`src/rtl/sync_frame_fifo.sv`:
```
// Single-clock frame FIFO: words are written speculatively and become readable only
// once their frame is committed; dropped or overflowed frames are reclaimed in one cycle.
module sync_frame_fifo #(
    parameter int DATA_WIDTH   = 8,
    parameter int ADDR_WIDTH   = 4,
    parameter int AFULL_THRESH = (1 << ADDR_WIDTH) - 2
) (
    input  logic                  clk,
    input  logic                  reset,
    input  logic                  wr_en,
    input  logic [DATA_WIDTH-1:0] wr_data,
    input  logic                  wr_commit,
    input  logic                  wr_drop,
    output logic                  full,
    output logic                  afull,
    output logic                  frame_dropped,
    input  logic                  rd_en,
    output logic [DATA_WIDTH-1:0] rd_data,
    output logic                  rd_valid,
    output logic                  empty,
    output logic [ADDR_WIDTH:0]   fifo_occu,
    output logic [ADDR_WIDTH:0]   rd_avail
);

    localparam int DEPTH = 1 << ADDR_WIDTH;
    localparam int PW    = ADDR_WIDTH + 1;

    logic [DATA_WIDTH-1:0] ram [DEPTH];

    logic [PW-1:0] wptr;
    logic [PW-1:0] cptr;
    logic [PW-1:0] rptr;
    logic          ovf;

    logic          do_write;
    logic          write_lost;
    logic          ovf_now;
    logic          do_commit;
    logic          do_drop;
    logic          do_read;
    logic [PW-1:0] wptr_adv;

    // Pointer differences wrap modulo 2^PW, so the extra MSB separates full from empty.
    assign fifo_occu = wptr - rptr;
    assign rd_avail  = cptr - rptr;
    assign full      = (fifo_occu == PW'(DEPTH));
    assign empty     = (rd_avail == '0);
    assign afull     = (fifo_occu >= PW'(AFULL_THRESH));

    // A word lost in this very cycle already marks the frame as corrupt.
    always_comb begin
        do_write   = wr_en && !full;
        write_lost = wr_en && full;
        ovf_now    = ovf || write_lost;
        do_drop    = wr_drop || (wr_commit && ovf_now);
        do_commit  = wr_commit && !wr_drop && !ovf_now;
        do_read    = rd_en && !empty;
        wptr_adv   = do_write ? (wptr + PW'(1)) : wptr;
    end

    always_ff @(posedge clk) begin
        if (reset) begin
            wptr          <= '0;
            cptr          <= '0;
            rptr          <= '0;
            ovf           <= 1'b0;
            frame_dropped <= 1'b0;
        end else begin
            frame_dropped <= do_drop;
            if (do_drop) begin
                wptr <= cptr;
            end else begin
                wptr <= wptr_adv;
            end
            if (do_commit) begin
                cptr <= wptr_adv;
            end
            if (do_commit || do_drop) begin
                ovf <= 1'b0;
            end else if (write_lost) begin
                ovf <= 1'b1;
            end
            if (do_read) begin
                rptr <= rptr + PW'(1);
            end
        end
    end

    always_ff @(posedge clk) begin
        if (do_write) begin
            ram[wptr[ADDR_WIDTH-1:0]] <= wr_data;
        end
    end

    // rd_data holds its last value when no read is performed.
    always_ff @(posedge clk) begin
        if (reset) begin
            rd_data  <= '0;
            rd_valid <= 1'b0;
        end else begin
            rd_valid <= do_read;
            if (do_read) begin
                rd_data <= ram[rptr[ADDR_WIDTH-1:0]];
            end
        end
    end

endmodule

```
`config.mk`:
```
export PLATFORM = sky130hd
export DESIGN_NAME = sync_frame_fifo
export DESIGN_NICKNAME = d
export VERILOG_FILES = /design/src/rtl/sync_frame_fifo.sv
export SDC_FILE = /design/constraint.sdc
export NUM_CORES = 1
export LEC_CHECK = 0
export BUFFER_PORTS_ARGS = -buffer_cell sky130_fd_sc_hd__buf_2
export CELL_PAD_IN_SITES_DETAIL_PLACEMENT = 2
export CELL_PAD_IN_SITES_GLOBAL_PLACEMENT = 2
export CORE_ASPECT_RATIO = 0.6
export CORE_UTILIZATION = 49
export DETAILED_ROUTE_END_ITERATION = 10
export PLACE_DENSITY = 0.9
export SLEW_MARGIN = 25
export SYNTH_ARGS = -nofsm -noshare
export SYNTH_HDL_FRONTEND = slang
export SYNTH_SLANG_ARGS = --single-unit
```
`constraint.sdc`:
```
create_clock -name clk -period 6.2 [get_ports clk]
set_clock_uncertainty 0.05 [all_clocks]
set_input_delay 0 -clock clk [delete_from_list [all_inputs] [get_ports clk]]
set_output_delay 0 -clock clk [all_outputs]
set_load 0.02 [all_outputs]
```
After elaboration in Yosys (flattened, before gate mapping)
Memory sizes are Yosys's and may differ from the RTL's. A register that Yosys moved wholly into a read port is not among the register bits.
Cells that the tools add are included.
{"block": "word_totals", "latchBits": 0, "ff_bits": 18, "ramBits": 128, "output_inout_bits": 23, "n_memories": 1, "romBits": 0, "input_bits": 14, "elab_cells": 32}
{"block": "op_classes", "div": 0, "n_eq_ne": 1, "reduce_logical": 15, "muxes": 4, "bitwise_logic": 0, "mul": 0, "add_sub_neg": 4, "n_shift": 0, "magnitude_cmp": 1}
{"name": "ram", "depth": 16, "word_bits": 8, "rd": 1, "rd_ports_with_merged_regs": 1, "write_ports": 1, "line": "28", "rtl": "logic [DATA_WIDTH-1:0] ram [DEPTH];"}
{"op": "5-bit by 1-bit adder with 5-bit output, second input constant", "n": 2}
{"op": "5-bit two-way mux", "n": 2}
{"op": "5-bit subtractor", "n": 2}
{"op": "1-bit logical AND", "n": 6}
{"op": "5-bit == test, second input constant", "n": 1}
{"op": "5-bit by 4-bit greater-or-equal comparator with 1-bit output, second input constant", "n": 1}
{"op": "5-bit zero test", "n": 1}
{"op": "1-bit zero test", "n": 4}
{"op": "1-bit logical OR", "n": 3}
{"op": "1-bit two-way mux", "n": 2}
{"op": "2-bit OR reduction", "n": 1}

Longest topological paths before layout
{"block": "logic_depth", "word_depth": 8, "depth_mapped": 12, "mapped_depth_nobuf": 11}

Least setup slack after synthesis
No wires, ideal clock.
{"block": "synth_path", "path_type": "flip-flop to flip-flop", "start": "register rptr[1]", "end": "memory ram[10][0], enable pin", "setup_ps": 277, "period_less_slack_ps": 3204, "t_arrival_ps": 2877, "n_path_buf": 2, "setup_slack_ps": 2996, "t_required_ps": 5873, "stages_incl_launch_ff": 13, "cell_sequence": "dfxtp_1 -> clkbuf_1 -> clkbuf_1 -> inv_1 -> ha_1 -> nand2_1 -> o21ai_0 -> xnor2_1 -> inv_1 -> nor3_4 -> nand2b_1 -> nor3b_1 -> and2_1"}
{"block": "synth_between", "elab_chain_len": 6}
{"item": "from (decl)", "line": "32", "rtl": "logic [PW-1:0] rptr;"}
{"item": "from (signal assigned)", "line": "84", "rtl": "rptr <= rptr + PW'(1);"}
{"item": "5-bit subtractor", "line": "44", "rtl": "assign fifo_occu = wptr - rptr;"}
{"item": "named net fifo_occu[3]", "line": "21", "rtl": "output logic [ADDR_WIDTH:0] fifo_occu,"}
{"item": "5-bit == test", "line": "46", "rtl": "assign full = (fifo_occu == PW'(DEPTH));"}
{"item": "named net full", "line": "14", "rtl": "output logic full,"}
{"item": "1-bit zero test", "line": "52", "rtl": "do_write = wr_en && !full;"}
{"item": "1-bit logical AND", "line": "52"}
{"item": "1-bit two-way mux", "line": "90", "rtl": "if (do_write) begin"}
{"item": "1-bit two-way mux (implied by the code)", "line": "91", "rtl": "ram[wptr[ADDR_WIDTH-1:0]] <= wr_data;"}
{"item": "to (decl)", "line": "28"}
The timed path passes the listed nets, and every way through them passes these cells.

Worst setup path after layout
{"block": "layout_path", "start": "register rptr[0]", "end": "memory ram[3][0], enable pin"}
{"block": "layout_between", "elab_chain_len": 6}
{"item": "5-bit subtractor", "line": "44"}
{"item": "5-bit == test", "line": "46"}
{"item": "1-bit zero test", "line": "52"}
{"item": "1-bit logical AND", "line": "52"}
{"item": "1-bit two-way mux", "line": "90"}
{"item": "1-bit two-way mux (implied by the code)", "line": "91"}
Every way passes these cells.

==> out/qor.txt <==
# hold bufs at CTS: 12
Final RePlAce weighted congestion: 0.836
# clock sinks: 154
Post-Syn Area: 0.00639 mm²
Largest vdd supply drop: 0.000239 V
Cell taking the most area after synthesis: edfxtp_1
Initial Util: 51.7%
Crit path capture type: flop
Number of synthesized flops with an enable pin: 128
Drt pass-1 iters: 5
Slew @ Worst Pin: 0.829 ns
WL/cell: 34.9 µm
Sequential share of power: 36.1%
Critical setup path kind: flop to flop
Full die area: 0.0135 mm²
Internal power: 2240 µW
Slowest CP cell: and2_1
Die Height: 90.5 µm
Final design utilization: 60.4%
Max Slew Vio Count: 0
Die X: 149 µm
Register area share after synthesis: 68.3%
Post-synth ARST share: 0%
Slowest cell delay on critical path: 0.54 ns
PwrDens: 457 mW/mm²
Max cap viols: 0
Post-DP HPWL: 12,600 µm
Final setup viols: 0
Diodes inserted: 0
Critical Path RT: 6.21 ns
Most used DFF post-synth: edfxtp_1
Layout cells sized above 1: 27.9%
Sw frac: 34.3%
Post-CTS Setup Bufs: 0
Num CTS Buffers: 17
Switching power: 1170 µW
Most numerous cell in the Yosys netlist: edfxtp_1
Slew HR: 44.7%
RSZ-0062 raised after global routing: no
Number of I/O pins: 37
Syn avg cell area: 17.9 µm²
Count of different cell masters after synthesis: 38
Tmin final: 4.01 ns
DRC: 0
WL met3: 1570 µm
Gate power share: 31.4%
First-pass GRT wire length: 29,900 µm
Drt first-iter violations: 320
Placed cell count: 547
Post-CTS Resized: 0
Num rows: 31
Status: complete, no violations
Metal2 WL: 10,100 µm
Syn Inst Count: 357
Final Hold Viols: 0
Max Used Layer: met5
Worst-path clk slew: 0.07 ns
Drt via density: 6.35
Clk Tree Root Cell: clkbuf_16
Period utilization: 64.6%
Syn_nets: 386
Synth top area cells: edfxtp_1, mux4_2, dfxtp_1
Layout net count: 442
Top cells by count, synth: edfxtp_1, mux4_2, dfxtp_1
Vias in the first global route: 4,051
Final non-filler cell total: 591
GRT Overall Usage: 33.4%
# port buffers: 36
GR Overflow Total: 0
Crit path DAT: 4.02 ns
CTS tree: built
Core box area: 0.0124 mm²
Routed Antenna Nets: 0
Leak: 0.00263 µW
Met1 wire length: 8500 µm
Post-route setup TNS: 0 ns
Insertion delay to the later sink of the worst-skew pair: 0.43 ns
Synth warn: 0
Hold Crit Class: input pin to flop
Initial antenna violation count: 1
Startpoint types: flop
CP Max Fanout: 37
Worst path cell trace: buf_4 -> ha_1 -> fa_1 -> nand2b_1 -> a21oi_1 -> xor2_2 -> nor3_4 -> nand2b_1 -> nor3_1 -> and2_1
Fill cells: 980
Fmax: 250 MHz
Synth top area share: 60.1%
Via count: 3,753
Largest net degree at the start of global routing: 38
H-Tree Depth: 4
Clock Tree Buf Depth: 2
WL final: 20,600 µm
Clock power share: 32.5%
Area grow syn2layout: 17.0%
Synth Register Bits: 154
Critical Path Most Common Cell: nand2b_1
==> worst paths after layout <==
check | cells after the start | to | slack [ns] | start
worst max-delay path | 10 | ram[3][0] | 2.19 | rptr[0]
worst max register to register | 10 | ram[3][0] | 2.19 | rptr[0]
worst min register to register | 2 | rd_data[6] | 0.45 | rd_data[6]
worst min-delay path | 4 | rd_valid | 0.04 | rd_en
==> cell families after synthesis <==
group / after synthesis / synth area share [%]
and+or+nand+nor: 60 / 4.87
muxes: 56 / 16.6
buffers and inverters: 34 / 2.11
DFF: 154 / 68.3
xor gates and xnor gates: 13 / 2.02
adders and majority gates: 15 / 3.17
AOI/OAI and AO/OA: 25 / 2.94
==> power groups by stage <==
stage | clock network [µW] | logic [µW] | registers, µW
floorplan | 0 | 666 | 1260
global placement | 0 | 938 | 1240
detailed placement | 0 | 1030 | 1250
CTS | 1110 | 1070 | 1230
global route | 1150 | 1140 | 1240
finish | 1110 | 1070 | 1230
==> worst max-delay path, delay by kind of cell (launching register included) <==
family	cells	cell delay, ns
simple gates	5	1.58
fa+ha+maj	2	0.76
xor+xnor	1	0.34
buf+inv	1	0.33
flops	1	0.31
compound gates	1	0.23
==> metrics by stage <==
step           area (µm²)  setup WS (ns)  total power, µW  hold WS (ns)
3_3_place_gp         6740           2.62             2180         0.174
4_1_cts              7480           2.20             3410        0.0298
3_5_place_dp         6740           2.34             2290         0.181
6_report             7480           2.19             3420        0.0409
2_1_floorplan        6390           3.00             1930        0.0281
5_1_grt              7480           2.01             3520        0.0837
==> final cells by class <==
type                    instances  area [µm²]  share of cell area [%]
flip-flops and latches        154        4370                    58.4
multi-input cells             169        1890                    25.3
clock buffers                  18         429                    5.74
repair buffers                 51         323                    4.32
well taps                     165         206                    2.76
clock inverters                14         186                    2.49
inverters                      20        75.1                    1.00
==> per-layer routing <==
metal	GRT usage, %	vias up
li1	-	1505
met1	44.5	2033
met2	52.6	177
met3	9.55	36
met4	11.7	2
met5	0	-
==> registers in the layout, indices dropped and copies added, names as in the netlist <==
signal         count
frame_dropped      1
rptr               5
rd_data            8
wptr               5
cptr               5
ram              128
rd_valid           1
ovf                1
==> placed cells by master, fill, tap and decap left out, types with 4 or more instances in the layout <==
cell type,n
edfxtp_1,128
ha_1,13
xor2_1,5
mux2i_1,15
or3_1,4
clkinv_4,4
nor2_1,25
and2_1,15
dlygate4sd3_1,12
mux4_2,40
a21oi_1,8
xnor2_1,6
clkbuf_16,17
o21ai_0,4
a211oi_1,4
inv_1,19
inv_6,4
buf_2,36
dfxtp_1,25
Note: power is estimated with default switching activity, not from simulation.
